**src/rtl/counter_sequencer.sv**
```systemverilog
// Command sequencer for a 3-bit up/down counter: queues step commands, drives
// count enable/direction for the commanded cycles, reports final value and wraps.
module counter_sequencer #(
  parameter int QDEPTH = 2,
  parameter int WRAPW  = 4
) (
  input  logic             clk,
  input  logic             reset,
  input  logic             cmd_valid,
  output logic             cmd_ready,
  input  logic             cmd_dir,
  input  logic [2:0]       cmd_steps,
  input  logic             abort,
  output logic             cnt_en,
  output logic             cnt_inc,
  input  logic [2:0]       cnt_q,
  input  logic             cnt_cout,
  output logic             busy,
  output logic             done,
  output logic [2:0]       final_q,
  output logic [WRAPW-1:0] wrap_count
);

  typedef enum logic [1:0] {IDLE, RUN, DONE} state_t;

  state_t           state_q, state_d;
  logic [1:0]       occ_q, occ_d;
  logic             q_dir_q [QDEPTH];
  logic             q_dir_d [QDEPTH];
  logic [2:0]       q_steps_q [QDEPTH];
  logic [2:0]       q_steps_d [QDEPTH];
  logic [3:0]       rem_q, rem_d;
  logic             dir_q, dir_d;
  logic             en_q, en_d;
  logic             inc_q, inc_d;
  logic             busy_q, busy_d;
  logic             done_q, done_d;
  logic [2:0]       fin_q, fin_d;
  logic [WRAPW-1:0] wrap_q, wrap_d;
  logic             pend_q, pend_d;
  logic             push, pop, wslot;

  // Readiness uses registered occupancy only, so a full queue refuses even on a pop cycle.
  assign cmd_ready  = (occ_q != 2'(QDEPTH)) & ~abort;
  assign push       = cmd_valid & cmd_ready;
  assign pop        = (state_q == IDLE) & (occ_q != 2'd0) & ~abort;
  assign cnt_en     = en_q;
  assign cnt_inc    = inc_q;
  assign busy       = busy_q;
  assign done       = done_q;
  assign final_q    = fin_q;
  assign wrap_count = wrap_q;

  always_comb begin
    q_dir_d   = q_dir_q;
    q_steps_d = q_steps_q;
    occ_d     = occ_q;
    // A simultaneous push and pop can only happen at occupancy 1, so it lands in slot 0.
    wslot     = pop ? 1'b0 : occ_q[0];
    if (abort) begin
      occ_d = 2'd0;
    end else begin
      if (pop) begin
        q_dir_d[0]   = q_dir_q[1];
        q_steps_d[0] = q_steps_q[1];
      end
      if (push) begin
        q_dir_d[wslot]   = cmd_dir;
        q_steps_d[wslot] = cmd_steps;
      end
      occ_d = occ_q + 2'(push) - 2'(pop);
    end
  end

  always_comb begin
    state_d = state_q;
    rem_d   = rem_q;
    dir_d   = dir_q;
    en_d    = 1'b0;
    inc_d   = 1'b0;
    busy_d  = 1'b0;
    done_d  = 1'b0;
    fin_d   = fin_q;
    wrap_d  = wrap_q;
    pend_d  = en_q;
    if (pend_q & cnt_cout & (wrap_q != '1)) wrap_d = wrap_q + 1'b1;
    case (state_q)
      IDLE: begin
        if (pop) begin
          rem_d   = (q_steps_q[0] == 3'd0) ? 4'd8 : {1'b0, q_steps_q[0]};
          dir_d   = q_dir_q[0];
          wrap_d  = '0;
          state_d = RUN;
          en_d    = 1'b1;
          inc_d   = q_dir_q[0];
          busy_d  = 1'b1;
        end
      end
      RUN: begin
        busy_d = 1'b1;
        if (rem_q == 4'd1) begin
          state_d = DONE;
          done_d  = 1'b1;
        end else begin
          rem_d = rem_q - 4'd1;
          en_d  = 1'b1;
          inc_d = dir_q;
        end
      end
      DONE: begin
        // The counter has already absorbed the last step by now.
        fin_d   = cnt_q;
        state_d = IDLE;
      end
      default: state_d = IDLE;
    endcase
    if (abort) begin
      state_d = IDLE;
      en_d    = 1'b0;
      inc_d   = 1'b0;
      busy_d  = 1'b0;
      done_d  = 1'b0;
      fin_d   = fin_q;
      wrap_d  = wrap_q;
    end
  end

  always_ff @(posedge clk or negedge reset) begin
    if (!reset) begin
      state_q <= IDLE;
      occ_q   <= 2'd0;
      rem_q   <= 4'd0;
      dir_q   <= 1'b0;
      en_q    <= 1'b0;
      inc_q   <= 1'b0;
      busy_q  <= 1'b0;
      done_q  <= 1'b0;
      fin_q   <= 3'd0;
      wrap_q  <= '0;
      pend_q  <= 1'b0;
    end else begin
      state_q <= state_d;
      occ_q   <= occ_d;
      rem_q   <= rem_d;
      dir_q   <= dir_d;
      en_q    <= en_d;
      inc_q   <= inc_d;
      busy_q  <= busy_d;
      done_q  <= done_d;
      fin_q   <= fin_d;
      wrap_q  <= wrap_d;
      pend_q  <= pend_d;
    end
  end

  // Queue payload needs no reset; occupancy alone decides validity.
  always_ff @(posedge clk) begin
    q_dir_q   <= q_dir_d;
    q_steps_q <= q_steps_d;
  end

endmodule
```
**config.mk**
```make
export PLATFORM = sky130hd
export DESIGN_NAME = counter_sequencer
export DESIGN_NICKNAME = d
export VERILOG_FILES = /design/src/rtl/counter_sequencer.sv
export SDC_FILE = /design/constraint.sdc
export NUM_CORES = 1
export LEC_CHECK = 0
export ABC_AREA = 1
export CAP_MARGIN = 40
export CORE_UTILIZATION = 52
export DETAILED_ROUTE_END_ITERATION = 7
export PLACE_DENSITY = 0.85
export SYNTH_ARGS = -nofsm -noshare
export SYNTH_HDL_FRONTEND = slang
export SYNTH_SLANG_ARGS = --single-unit
```
**constraint.sdc**
```tcl
create_clock -name clk -period 2.31 [get_ports clk]
set_clock_uncertainty 0.2 [all_clocks]
set_input_delay 0.231 -clock clk [delete_from_list [all_inputs] [get_ports clk]]
set_output_delay 0.231 -clock clk [all_outputs]
set_load 0.01 [all_outputs]
```
# == Word level (Yosys, flattened, before mapping) ==
# Cells that the tools add are included.
# word_totals
register_bits,29
inputBits,12
elab_cells,86
# op_classes
add_sub_neg,4
n_lt_le_gt_ge,2
eq_ne,9
n_mux,38
bitwise,8
n_reduce_logical,10
# ops
cell,count
$mux 4,6
$mux 1,14
$mux 2,5
$mux 3,3
$pmux 4 s2,1
$reduce_and 2->1,4
$and 1x1->1,6
$bwmux 6,1
$mux 6,1
$ne 2x2->1 const B,3
$ne 3x3->1 const B,2
$pmux 1 s2,3
$add 4x1->4 const B,1
$eq 4x1->1 const B,1
$ne 4x4->1 const B,1
$pmux 2 s2,1
$reduce_bool 2->1,2
$sub 4x1->4 const B,1
$demux 3 s1,1
$logic_not 3->1,1
$reduce_and 3->1,1
$add 2x1->2,1
$bwmux 2,1
$eq 2x1->1 const B,1
9 further kinds,9

# == Longest topological paths before layout ==
# depth
depth_word,11
mapped_depth,10
ltp_nobuf,9

# == Worst setup path after synthesis ==
# No wires, ideal clock.
# synth_timing
path_kind,register to register
start,reg occ_q[1]
end,reg occ_q[1]
setup_ps,121
t_arrival_ps,1427
required_time_ps,1989
path_slack_ps,562
stages_incl_launch_ff,10
path_buffers,0
path_cell_list,dfrtp_1 > inv_1 > o21ai_1 > nor2_2 > inv_1 > ha_1 > inv_1 > ha_1 > xor2_1 > nor2_1
# synth_between
elab_chain_len,6
word_cells_on_any_way,9
# synth_lines
element,line_no,source
"start, declared",27,"logic [1:0] occ_q, occ_d;"
"start signal, assigned",131,occ_q <= 2'd0;
"start signal, assigned",143,occ_q <= occ_d;
$ne 2x2->1,44,assign cmd_ready = (occ_q != 2'(QDEPTH)) & ~abort;
$and 1x1->1,44,
$and 1x1->1,45,assign push = cmd_valid & cmd_ready;
$add 2x1->2,71,occ_d = occ_q + 2'(push) - 2'(pop);
$sub 2x1->2 *,71,
$mux 2 *,60,if (abort) begin
named net occ_d[1],27,
# The timed path passes the listed nets; every way through them passes the cells marked *.
# A chain may end at the register's enable or synchronous reset.

# == Worst setup path in the final report ==
# layout_timing
start,in abort
end,out cmd_ready
# layout_between
elab_chain_len,2
# layout_lines
element,line_no,source
"start, declared",13,"input logic abort,"
$not 1->1 (no source line),-,
$and 1x1->1,44,
"end, declared",10,"output logic cmd_ready,"
# Every way passes these cells.

==> impl_results.md <==
* Register bit count reported by yosys at 29
* Area added between synthesis and finish at 25.4%
* Sw frac at 0.368
* Worst-Margin Slew at around 0.31 ns
* Buffers inserted during post-CTS setup optimization at 0
* Startpoint Class: input pin
* Final setup violating endpoints at 0
* Diode insertion count for antenna repair at 0
* Area of the placeable core at about 2500 µm²
* Portion of synthesized cell area occupied by the leading cell type at 0.370
* Fillers at about 190
* RSZ-0062 raised after global routing: no
* Num rows at 18
* Overall die height at between 50 and 60 µm
* Period Utilization, post-route at 0.861
* Leading post-synthesis cells by cell area: sky130_fd_sc_hd__dfrtp_1 37%, sky130_fd_sc_hd__edfxtp_1 17%, sky130_fd_sc_hd__nand2_1 12%, sky130_fd_sc_hd__inv_1 5.0%, sky130_fd_sc_hd__nand3_1 4.9%
* I/O pins at 24
* Pin count of the biggest net entering global routing at 22
* Fraction of the yosys area taken by sequential cells at 0.539
* Final nets at between 200 and 250
* Number of vias in the routed layout at between 1,000 and 1,500
* Starting utilization of the core area at 0.563
* Internal power at ~1.2 mW
* Total detailed-routing wirelength at roughly 2800 µm
* Final Max Tran Viols at 0
* Average footprint of a synthesized cell at roughly 8.9 µm²
* Net count of the mapped netlist at around 180
* Routed WL per cell at ~13 µm
* Clock-pin slew on the worst setup and hold paths at approximately 0.1 ns
* Horiz. Die Dim at approximately 54 µm
* Drt drc at 0
* Number of cells on the worst reg-to-reg path at 8
* Most numerous cell types in the synthesized netlist: 45 x sky130_fd_sc_hd__nand2_1, 21 x sky130_fd_sc_hd__dfrtp_1, 19 x sky130_fd_sc_hd__inv_1, 14 x sky130_fd_sc_hd__nand3_1, 11 x sky130_fd_sc_hd__nor2_1
* Residual overflow from global routing at 0
* Number of nets with antenna violations after detailed routing at 0
* Result of the run: finished clean
* Leakage power of the design at around 0.86 nW
* Crit path required time at around 1.9 ns
* Combinational fraction of design power at 0.390
* Count of warnings emitted by yosys at 0
* Gate Count Post-Synth at ~160
* Via density per instance at 5.36
* Clock share of power at 0.208
* Dominant synthesized flop cell: sky130_fd_sc_hd__dfrtp_1
* Post-layout power at ~1.9 mW
* Number of instances resized during post-cts repair at 0
* Largest driver fanout on the critical path at 9
* Number of antenna violations at the first check in global routing at 0
* Minimum clock period at 1.99 ns
* Total global routing track utilization at 0.231
* Post-synth ARST share at 0.724
* Via count of the first global-routing pass at approximately 1,200
* First-pass GRT wire length at approximately 4700 µm
* Arrival time of data at the critical path endpoint at 1.56 ns
* Most frequently used cell type in the post-synthesis netlist: sky130_fd_sc_hd__nand2_1
* Setup TNS Final at 0 ns
* Most area-hungry cell type in the Yosys netlist: sky130_fd_sc_hd__dfrtp_1
* Total of max-cap violations at 0
* Total half-perimeter wirelength after legalization and detailed placement at 2130 µm
* Router iterations before antenna repair at 5
* Number of buffers created by CTS at 5
* CTS hold repair buffers at 0
* Max rail drop VDD at between 0.7 and 0.8 mV
* Die footprint at roughly 2900 µm²
* Share of cells above drive strength 1 at 0.125
* Sw power at 0.699 mW
* Final Hold Viols at 0
* Clock root cell: sky130_fd_sc_hd__clkbuf_4
* H-tree level count at 2
* Cell area power density at roughly 1100 nW/µm²
* Total clock sinks at 29
* Buffer levels on the longest clock path at 2
* Crit path capture type: primary output
* EDFF count, synth at 8
* CTS tree: done
* Register share of total power at 0.402
* Type of the tightest min-delay check: in2async
* Post-Route Hold Slack at around 0.032 ns
* Insertion delay of the later-clocked pin in the worst-skew pair at between 0.3 and 0.4 ns
* Cell variety after synth at 25
* Starting DRT DRC Count at 38
* Worst slew margin at 0.790
* Class of the most critical setup path: in2out
* Upper clock frequency limit at between 500 and 600 MHz
* Port bufs at 23
* Placer congestion estimate at between 0.7 and 0.8
* Total standard cell area after synthesis at 1420 µm²
per-stage QoR:
| stage | area, µm² | worst slack (ns) | cells | utilization |
|---|---|---|---|---|
| 5_1_grt | 1780 | 0.246 | 222 | 0.707 |
| 2_1_floorplan | 1420 | 0.562 | 159 | - |
| 3_3_place_gp | 1700 | 0.211 | 214 | 0.675 |
| 6_report | 1780 | 0.320 | 222 | 0.707 |
| 3_5_place_dp | 1700 | 0.167 | 214 | 0.675 |
| 4_1_cts | 1780 | 0.318 | 222 | 0.707 |
path summary, 6_finish.rpt:
path,start,end,slack (ns)
min in group clk,cnt_en$_DFF_PN0_,pend_q$_DFF_PN0_,0.19
max,abort,cmd_ready,0.32
max in group asynchronous,reset,final_q[2]$_DFFE_PN0P_,1.65
min,reset,cnt_en$_DFF_PN0_,0.03
max reg2reg,state_q[1]$_DFFE_PN0P_,occ_q[1]$_DFF_PN0_,0.52
min reg2reg,cnt_en$_DFF_PN0_,pend_q$_DFF_PN0_,0.19
cells in the final DEF (no fill, tap or decap), drive strengths merged:
master / count
o22ai: 1
nand2: 48
nor2: 14
nand3: 15
a21oi: 4
clkdlybuf4s50: 23
mux2: 3
xnor2: 1
nand4: 1
xor2: 1
ha: 5
dfrtp: 21
inv: 22
nor3: 4
buf: 4
clkbuf: 8
edfxtp: 8
o21ai: 9
worst max-delay path, cell delays in order:
cell                              delay, ns
sky130_fd_sc_hd__clkdlybuf4s50_1       0.43
sky130_fd_sc_hd__inv_2                 0.17
sky130_fd_sc_hd__o21ai_1               0.13
sky130_fd_sc_hd__inv_1                 0.07
sky130_fd_sc_hd__clkdlybuf4s50_1       0.52
cell families (layout without fill, tap and decap cells):
family,after synthesis,count (layout),synth area share
AOI/OAI and AO/OA,14,14,0.0502
xor gates and xnor gates,2,2,0.0123
and+or+nand+nor,82,82,0.256
buffers and inverters,24,57,0.0748
adders and majority gates,5,5,0.0440
muxes,3,3,0.0238
DFF,29,29,0.539
area by class of cell:
class / count / area (µm²) / share of cell area
clock buffer: 8 / 80.1 / 0.0449
inverter: 22 / 90.1 / 0.0505
multi-input combinational: 106 / 549 / 0.308
sequential: 29 / 766 / 0.429
tap: 30 / 37.5 / 0.0211
timing repair buffer: 27 / 260 / 0.146
per-layer routing:
| metal | track usage | up-vias | routed length (µm) |
|---|---|---|---|
| met2 | 0.400 | 49 | 1410 |
| li1 | - | 575 | - |
| met5 | 0 | - | 0 |
| met4 | 0.132 | 0 | 43 |
| met3 | 0.0583 | 6 | 159 |
| met1 | 0.254 | 560 | 1180 |
power by group through the flow:
stage | Clock [mW] | Sequential (mW) | Combinational [mW]
5_1_grt | 0.415 | 0.782 | 0.837
4_1_cts | 0.399 | 0.762 | 0.737
3_5_place_dp | 0 | 0.772 | 0.733
6_report | 0.395 | 0.762 | 0.741
2_1_floorplan | 0 | 0.774 | 0.478
3_3_place_gp | 0 | 0.763 | 0.690
Power figures use the tool's default switching activity.
